===== src/rtl/wb_vmon_msg_assembler.sv =====
// Frames the vmon snoop-monitor write stream into header+payload messages and
// buffers only complete messages. Optional idle timeout: define VMON_MSG_TIMEOUT_EN.
module wb_vmon_msg_assembler #(
  parameter int DEPTH   = 64,
  parameter int MAX_LEN = 16,
  parameter int TIMEOUT = 1024
) (
  input  logic        clk_i,
  input  logic        rst_n_i,
  input  logic        in_valid,
  input  logic [31:0] in_data,
  output logic        out_valid,
  output logic [31:0] out_data,
  output logic        out_last,
  input  logic        out_ready,
  output logic        busy_o,
  output logic [15:0] drop_cnt
);

  localparam int AW = $clog2(DEPTH);
  localparam int PW = AW + 1;

  typedef enum logic [1:0] {IDLE, PAYLOAD, DROP} state_t;

  state_t        state, state_nxt;
  logic [PW-1:0] wr_ptr, cm_ptr, rd_ptr;
  logic [15:0]   rem;
  logic [32:0]   mem [DEPTH];

  logic [15:0]   len;
  logic [PW-1:0] used;
  logic [16:0]   free;
  logic          hdr_fits;
  logic          rd_xfer;
  logic          to_hit;

  logic wr_en, wr_last, commit, drop_inc, load_rem, rollback;

  assign len      = in_data[15:0];
  assign used     = wr_ptr - rd_ptr;
  assign free     = 17'(DEPTH) - 17'(used);
  // Header reserves room for the whole message, so payload writes cannot overflow.
  assign hdr_fits = (len <= 16'(MAX_LEN)) && (({1'b0, len} + 17'd1) <= free);

  assign out_valid = (rd_ptr != cm_ptr);
  assign out_data  = mem[rd_ptr[AW-1:0]][31:0];
  assign out_last  = mem[rd_ptr[AW-1:0]][32];
  assign rd_xfer   = out_valid && out_ready;

`ifdef VMON_MSG_TIMEOUT_EN
  localparam int TW = $clog2(TIMEOUT + 1);
  logic [TW-1:0] to_cnt;

  assign to_hit = (state != IDLE) && !in_valid && (to_cnt == TW'(TIMEOUT - 1));

  always_ff @(posedge clk_i or negedge rst_n_i) begin
    if (!rst_n_i)                                to_cnt <= '0;
    else if (state == IDLE || in_valid || to_hit) to_cnt <= '0;
    else                                         to_cnt <= to_cnt + 1'b1;
  end
`else
  logic unused_timeout;
  assign to_hit         = 1'b0;
  assign unused_timeout = |TIMEOUT;
`endif

  // NOTE: sequential state uses non-blocking assignments so every register sees pre-edge values.
  always_ff @(posedge clk_i or negedge rst_n_i) begin
    if (!rst_n_i) state <= IDLE;
    else          state <= state_nxt;
  end

  always_comb begin
    state_nxt = state;
    case (state)
      IDLE:    if (in_valid && len != 16'd0) state_nxt = hdr_fits ? PAYLOAD : DROP;
      PAYLOAD: if (in_valid && rem == 16'd1) state_nxt = IDLE;
      DROP:    if (in_valid && rem == 16'd1) state_nxt = IDLE;
      default: state_nxt = IDLE;
    endcase
    if (to_hit) state_nxt = IDLE;
  end

  // NOTE: every always_comb output gets a default first so no path can infer a latch.
  always_comb begin
    wr_en    = 1'b0;
    wr_last  = 1'b0;
    commit   = 1'b0;
    drop_inc = 1'b0;
    load_rem = 1'b0;
    rollback = to_hit;
    busy_o   = (state != IDLE);
    case (state)
      IDLE: if (in_valid) begin
        load_rem = 1'b1;
        if (hdr_fits) begin
          wr_en   = 1'b1;
          wr_last = (len == 16'd0);
          commit  = (len == 16'd0);
        end else begin
          drop_inc = 1'b1;
        end
      end
      PAYLOAD: if (in_valid) begin
        wr_en   = 1'b1;
        wr_last = (rem == 16'd1);
        commit  = (rem == 16'd1);
      end
      default: ;
    endcase
    // A DROP timeout was already counted when its header was rejected.
    if (to_hit && state == PAYLOAD) drop_inc = 1'b1;
  end

  always_ff @(posedge clk_i or negedge rst_n_i) begin
    if (!rst_n_i) begin
      wr_ptr   <= '0;
      cm_ptr   <= '0;
      rd_ptr   <= '0;
      rem      <= '0;
      drop_cnt <= '0;
    end else begin
      if (rollback)   wr_ptr <= cm_ptr;
      else if (wr_en) wr_ptr <= wr_ptr + 1'b1;
      if (commit)  cm_ptr <= wr_ptr + 1'b1;
      if (rd_xfer) rd_ptr <= rd_ptr + 1'b1;
      if (load_rem)                        rem <= len;
      else if (in_valid && state != IDLE)  rem <= rem - 16'd1;
      if (drop_inc && drop_cnt != 16'hFFFF) drop_cnt <= drop_cnt + 16'd1;
    end
  end

  // NOTE: storage array has no reset; pointers alone define which entries are meaningful.
  always_ff @(posedge clk_i) begin
    if (wr_en) mem[wr_ptr[AW-1:0]] <= {wr_last, in_data};
  end

endmodule


===== config.mk =====
export PLATFORM = sky130hd
export DESIGN_NAME = wb_vmon_msg_assembler
export DESIGN_NICKNAME = d
export VERILOG_FILES = /design/src/rtl/wb_vmon_msg_assembler.sv
export SDC_FILE = /design/constraint.sdc
export NUM_CORES = 2
export LEC_CHECK = 0
export ABC_AREA = 1
export CORE_ASPECT_RATIO = 1.4
export CORE_MARGIN = 3
export CORE_UTILIZATION = 65
export CTS_BUF_LIST = sky130_fd_sc_hd__clkbuf_4
export DETAILED_ROUTE_END_ITERATION = 8
export MAX_ROUTING_LAYER = met4
export PLACE_DENSITY = 0.82
export SETUP_SLACK_MARGIN = 0.2
export SYNTH_ARGS = -nofsm -noshare
export SYNTH_HDL_FRONTEND = slang
export SYNTH_SLANG_ARGS = --single-unit

===== constraint.sdc =====
create_clock -name clk_i -period 7.63 [get_ports clk_i]
set_input_delay 1.1445 -clock clk_i [delete_from_list [all_inputs] [get_ports clk_i]]
set_output_delay 1.1445 -clock clk_i [all_outputs]
set_load 0.01 [all_outputs]

-- Word level (Yosys, flattened, before mapping)
Memory sizes are Yosys's and may differ from the RTL's.
Cells that the tools add are included.
- register bits after elaboration: 55
- RAM bits: 2112
- bits of input ports: 36
- output and inout port bits: 51
- memories: 1
- memory list (name ; words ; bits a word ; read ports ; clocked after memory_dff ; write ports ; line ; text):
    mem ; 64 ; 33 ; 1 ; 0 ; 1 ; 28 ; logic [32:0] mem [DEPTH];
- $add $sub $neg: 7
- order comparisons: 2
- eq/ne operators: 7
- mux-type cells: 20
- reductions and logical operators: 13
- operator list (kind ; number):
    16-bit 2-to-1 mux ; 2
    16-bit by 1-bit adder with 17-bit output, second input constant ; 1
    17-bit less-or-equal comparator ; 1
    16-bit by 1-bit adder with 16-bit output, second input constant ; 1
    16-bit by 1-bit == test with 1-bit output, second input constant ; 1
    16-bit by 5-bit less-or-equal comparator with 1-bit output, second input constant ; 1
    16-bit zero test ; 1
    16-bit inequality test, second input constant ; 1
    16-bit nonzero test ; 1
    16-bit by 1-bit subtractor with 16-bit output, second input constant ; 1
    7-bit by 1-bit adder with 7-bit output, second input constant ; 2
    1-bit 2-to-1 mux ; 12
    7-bit by 7-bit subtractor with 8-bit output, first input constant ; 1
    7-bit inequality test ; 1
    7-bit subtractor ; 1
    1-bit logical AND ; 6
    2-bit 2-to-1 mux ; 3
    1-bit case mux with 2 select lines ; 2
    2-bit case mux with 2 select lines ; 1
    2-bit nonzero test ; 2
    2-bit by 1-bit == test with 1-bit output, second input constant ; 1
    2-bit == test, second input constant ; 1
    2-bit zero test ; 1
    2-bit by 1-bit inequality test with 1-bit output, second input constant ; 1
    3 further kinds ; 3

-- Logic depth before layout (Yosys ltp)
- depth after elaboration: 9
- depth in mapped cells: 29

-- Least setup slack after synthesis
No wires, ideal clock.
- kind: flip-flop to flip-flop
- start point: reg rd_ptr[2]
- end point: mem mem[0][0] (enable)
- arrival: 5318 ps
- data required time: 7207 ps
- slack: 1889 ps
- cell stages (with the launch flop): 24
- path buffers: 3
- clock period less this slack: 5741 ps
- path through: dfrtp_1 -> clkinv_1 -> clkbuf_1 -> clkbuf_1 -> clkbuf_1 -> ha_1 -> a21oi_1 -> nand2_1 -> nand2_2 -> nand2_1 -> nor3b_1 -> nand4_1 -> xor2_1 -> ha_1 -> nand2_1 -> inv_1 -> nand2_1 -> nor3_1 -> nand3_1 -> nand2_4 -> nand3_4 -> nand2_8 -> nand3_4 -> nor2_1
- cells in the longest elaborated chain, start to end: 9
- RTL lines (element ; line ; text):
    start: declaration ; 26 ; logic [PW-1:0] wr_ptr, cm_ptr, rd_ptr;
    start signal: assignment ; 126 ; if (rd_xfer) rd_ptr <= rd_ptr + 1'b1;
    7-bit subtractor ; 40 ; assign used = wr_ptr - rd_ptr;
    7-bit by 7-bit subtractor with 8-bit output ; 41 ; assign free = 17'(DEPTH) - 17'(used);
    17-bit less-or-equal comparator ; 43 ; assign hdr_fits = (len <= 16'(MAX_LEN)) && (({1'b0, len} + 17'd1) <= free);
    1-bit logical AND ; 43 ;
    1-bit 2-to-1 mux ; 96 ; if (hdr_fits) begin
    1-bit 2-to-1 mux ; 94 ; IDLE: if (in_valid) begin
    1-bit case mux with 2 select lines ; 93 ; case (state)
    1-bit 2-to-1 mux ; 135 ; if (wr_en) mem[wr_ptr[AW-1:0]] <= {wr_last, in_data};
    1-bit 2-to-1 mux (not written as such) ; 135 ;
    end: declaration ; 28 ;
No other way between the ends.

-- Worst setup path after layout
- start point: reg rd_ptr[0]
- end point: out out_data[20]
- cells in the longest elaborated chain, start to end: 1
- RTL lines (element ; line ; text):
    memory 64 x 33 bit ; n/a ;
    end: declaration ; 13 ; output logic [31:0] out_data,
No other way between the ends.

==> impl_metrics.json <==
{
  "leakage_nw": 30.5,
  "worstHoldPathCells": 1,
  "row_count": 158,
  "routed.top_layer": "met4",
  "drt_wl_total_um": 233000,
  "cts_tree": "done",
  "wl_met1_um": 76500,
  "r2r_start": "rd_ptr[2]",
  "root_buffer": "clkbuf_4",
  "period_share_pct": 93.4,
  "layout.nets": 6928,
  "hold_class": "in2reg",
  "core-area_um2": 132000,
  "netlist_instances": 6645,
  "skew_ns": 0.115,
  "place.gp.congestion": 0.922,
  "grt_pass1_wl_um": 346000,
  "min_from": "in_data[5]",
  "clk_pin_slew_worst_paths_ns": 0.07,
  "num_io_pins": 87,
  "peakVddDrop_v": 0.000627,
  "tightest_slew_ns": 1.28,
  "fmax_mhz": 140,
  "synth_area_leaders": "edfxtp_1 (73%), o21ai_0 (7.9%), nor2_1 (6.0%), o22ai_1 (3.5%), clkbuf_1 (1.7%)",
  "grt_antenna_before_repair": 6,
  "post_cts_buffers": 0,
  "maxSlewViolCount": 0,
  "grt_pass1_vias": 58200,
  "worstPathMaxFanout": 144,
  "startpoint_type": "flop",
  "r2r_end": "mem[55][6]",
  "h-tree-depth": 5,
  "initial_core_util_pct": 65.5,
  "ys_ff_latch": 2167,
  "syn_area_um2": 86700,
  "wl_met2_um": 114000,
  "synth-edff-count": 2112,
  "p_per_area_nw_per_um2": 355,
  "cp-end-kind": "output port",
  "vias": 58900,
  "seq_area_frac_synth_pct": 74.7,
  "hold_viol_final": 0,
  "yosys.cell_types.count": 44,
  "gr-total-overflow": 0,
  "clockBufferDepth": 4,
  "syn_avg_cell_area_um2": 13.1,
  "maxSlewHeadroom_pct": 14.6,
  "required_ns": 6.49,
  "io_buffers": 86,
  "yosysMostFrequentCell": "edfxtp_1",
  "synth_top_cell_by_area": "edfxtp_1",
  "dp_hpwl_um": 133000,
  "rsz0062_at_grt": "no",
  "maxCapViolCount": 0,
  "critical_path_class": "reg2out",
  "die_area_um2": 138000,
  "route.detailed.drc": 0,
  "synth_common_cells": "edfxtp_1 (2112), nor2_1 (1389), o21ai_0 (1361), o22ai_1 (488), clkbuf_1 (387)",
  "grt_max_degree": 240,
  "drive_gt1_share_pct": 14.0,
  "insertion_delay_ns": 1.41,
  "arrival_ns": 5.98,
  "r2r_slack_ns": 1.65,
  "clock_sinks": 2167,
  "grt_use_total_pct": 34.7,
  "p_total_mw": 33.8,
  "status": "complete, no violations",
  "setup_viol": 0,
  "syn_to_final_growth_pct": 9.69,
  "setup_tns_ns": 0,
  "startpoint": "rd_ptr[0]",
  "die_y_um": 438,
  "dr_wl_met3_um": 28700,
  "avgRoutedWirePerCell_um": 25.9,
  "ant_nets": 0,
  "postLayoutCoreUtil_pct": 71.8,
  "ff2ff_path_depth": 21,
  "synth_nets": 6713,
  "vias_per_cell": 6.57,
  "synth.top_cell.area_share_pct": 73.1,
  "die_x_um": 315,
  "synth_ff_type": "edfxtp_1",
  "async_flop_share_pct": 2.54,
  "ys.warnings.count": 0,
  "hold_end": "mem[9][5]",
  "first_pass_iters": 7,
  "finalCriticalPeriod_ns": 7.13,
  "drtIter0Drc": 8795,
  "cts_made_buffers": 471
}
[how the worst max path moves through the flow]
stage,endpoint,cells past startpoint,slack [ns]
floorplan,mem[0][0],23,1.89
global placement,mem[55][20],23,1.35
detailed placement,mem[55][11],21,1.37
CTS,out_data[7],9,0.59
global route,out_data[20],9,0.26
finish,out_data[20],9,0.50
[flip-flops by register name (all words and copies together) (netlist names)]
signal,cells
cm_ptr,7
mem,2112
drop_cnt,16
rd_ptr,7
rem,16
state,2
wr_ptr,7
[where the power goes]
group | internal [mW] | switching [mW]
clock network | 4.11 | 4.28
registers | 13.1 | 0.241
logic | 3.36 | 8.68
[stage by stage]
stage	setup WS [ns]	cell area [µm²]	hold slack, ns	instances
2_1_floorplan	1.89	86700	0.453	6645
3_3_place_gp	1.35	89400	0.469	8146
3_5_place_dp	1.37	89400	0.492	8146
4_1_cts	0.592	95100	0.155	8965
5_1_grt	0.256	95100	0.172	8973
6_report	0.503	95200	0.265	8976
[cell type report]
cell class                      count  area, µm²
Tap cell                         1760       2200
Sequential cell                  2167      64800
Multi-Input combinational cell   3919      20200
Antenna cell                       11       27.5
Timing Repair Buffer              211       1830
Clock inverter                    146        639
Fill cell                        8327      37300
Inverter                           90        365
Clock buffer                      672       5040
[logic make-up after synthesis]
kind of cell	share of synthesized area, %
adders and majority gates	0.470
DFF	74.7
xor gates and xnor gates	0.603
buffers and inverters	2.55
and+or+nand+nor	8.10
AOI/OAI and AO/OA	13.6
[cells in the final DEF, fill, tap and decap left out, types with 29 or more instances in the layout]
master           count
edfxtp_1          2112
o21ai_0           1361
nor2_1            1324
clkbuf_4           672
o22ai_1            488
nand2_1            193
clkinv_1           116
buf_4              113
o221ai_1            98
inv_1               83
o211ai_1            83
nor2_4              70
nand3_1             62
clkdlybuf4s50_1     53
dfrtp_1             50
xor2_1              39
ha_1                31
buf_2               29
[critical path, cell delays in order, from the launching register on]
cell	delay [ns]
dfrtp_4	0.77
inv_8	0.77
buf_4	0.74
nor2_1	0.10
o221ai_1	0.35
o211ai_1	0.27
o21ai_0	0.36
nand2_1	0.17
o211ai_1	0.35
clkdlybuf4s50_1	0.68
[timing repair]
action,4_1_cts,5_1_grt
setup endpoints to repair,0,1
hold buffers,1,0
endpoints found under the hold margin,55,0
resized for setup,0,1
[per-layer routing]
metal / up-vias / GRT usage (%)
met5: - / -
met1: 28200 / 42.1
met2: 4380 / 54.7
met3: 836 / 7.84
li1: 25600 / -
met4: 0 / 18.3
No activity file was read; power rests on OpenSTA's default activity.
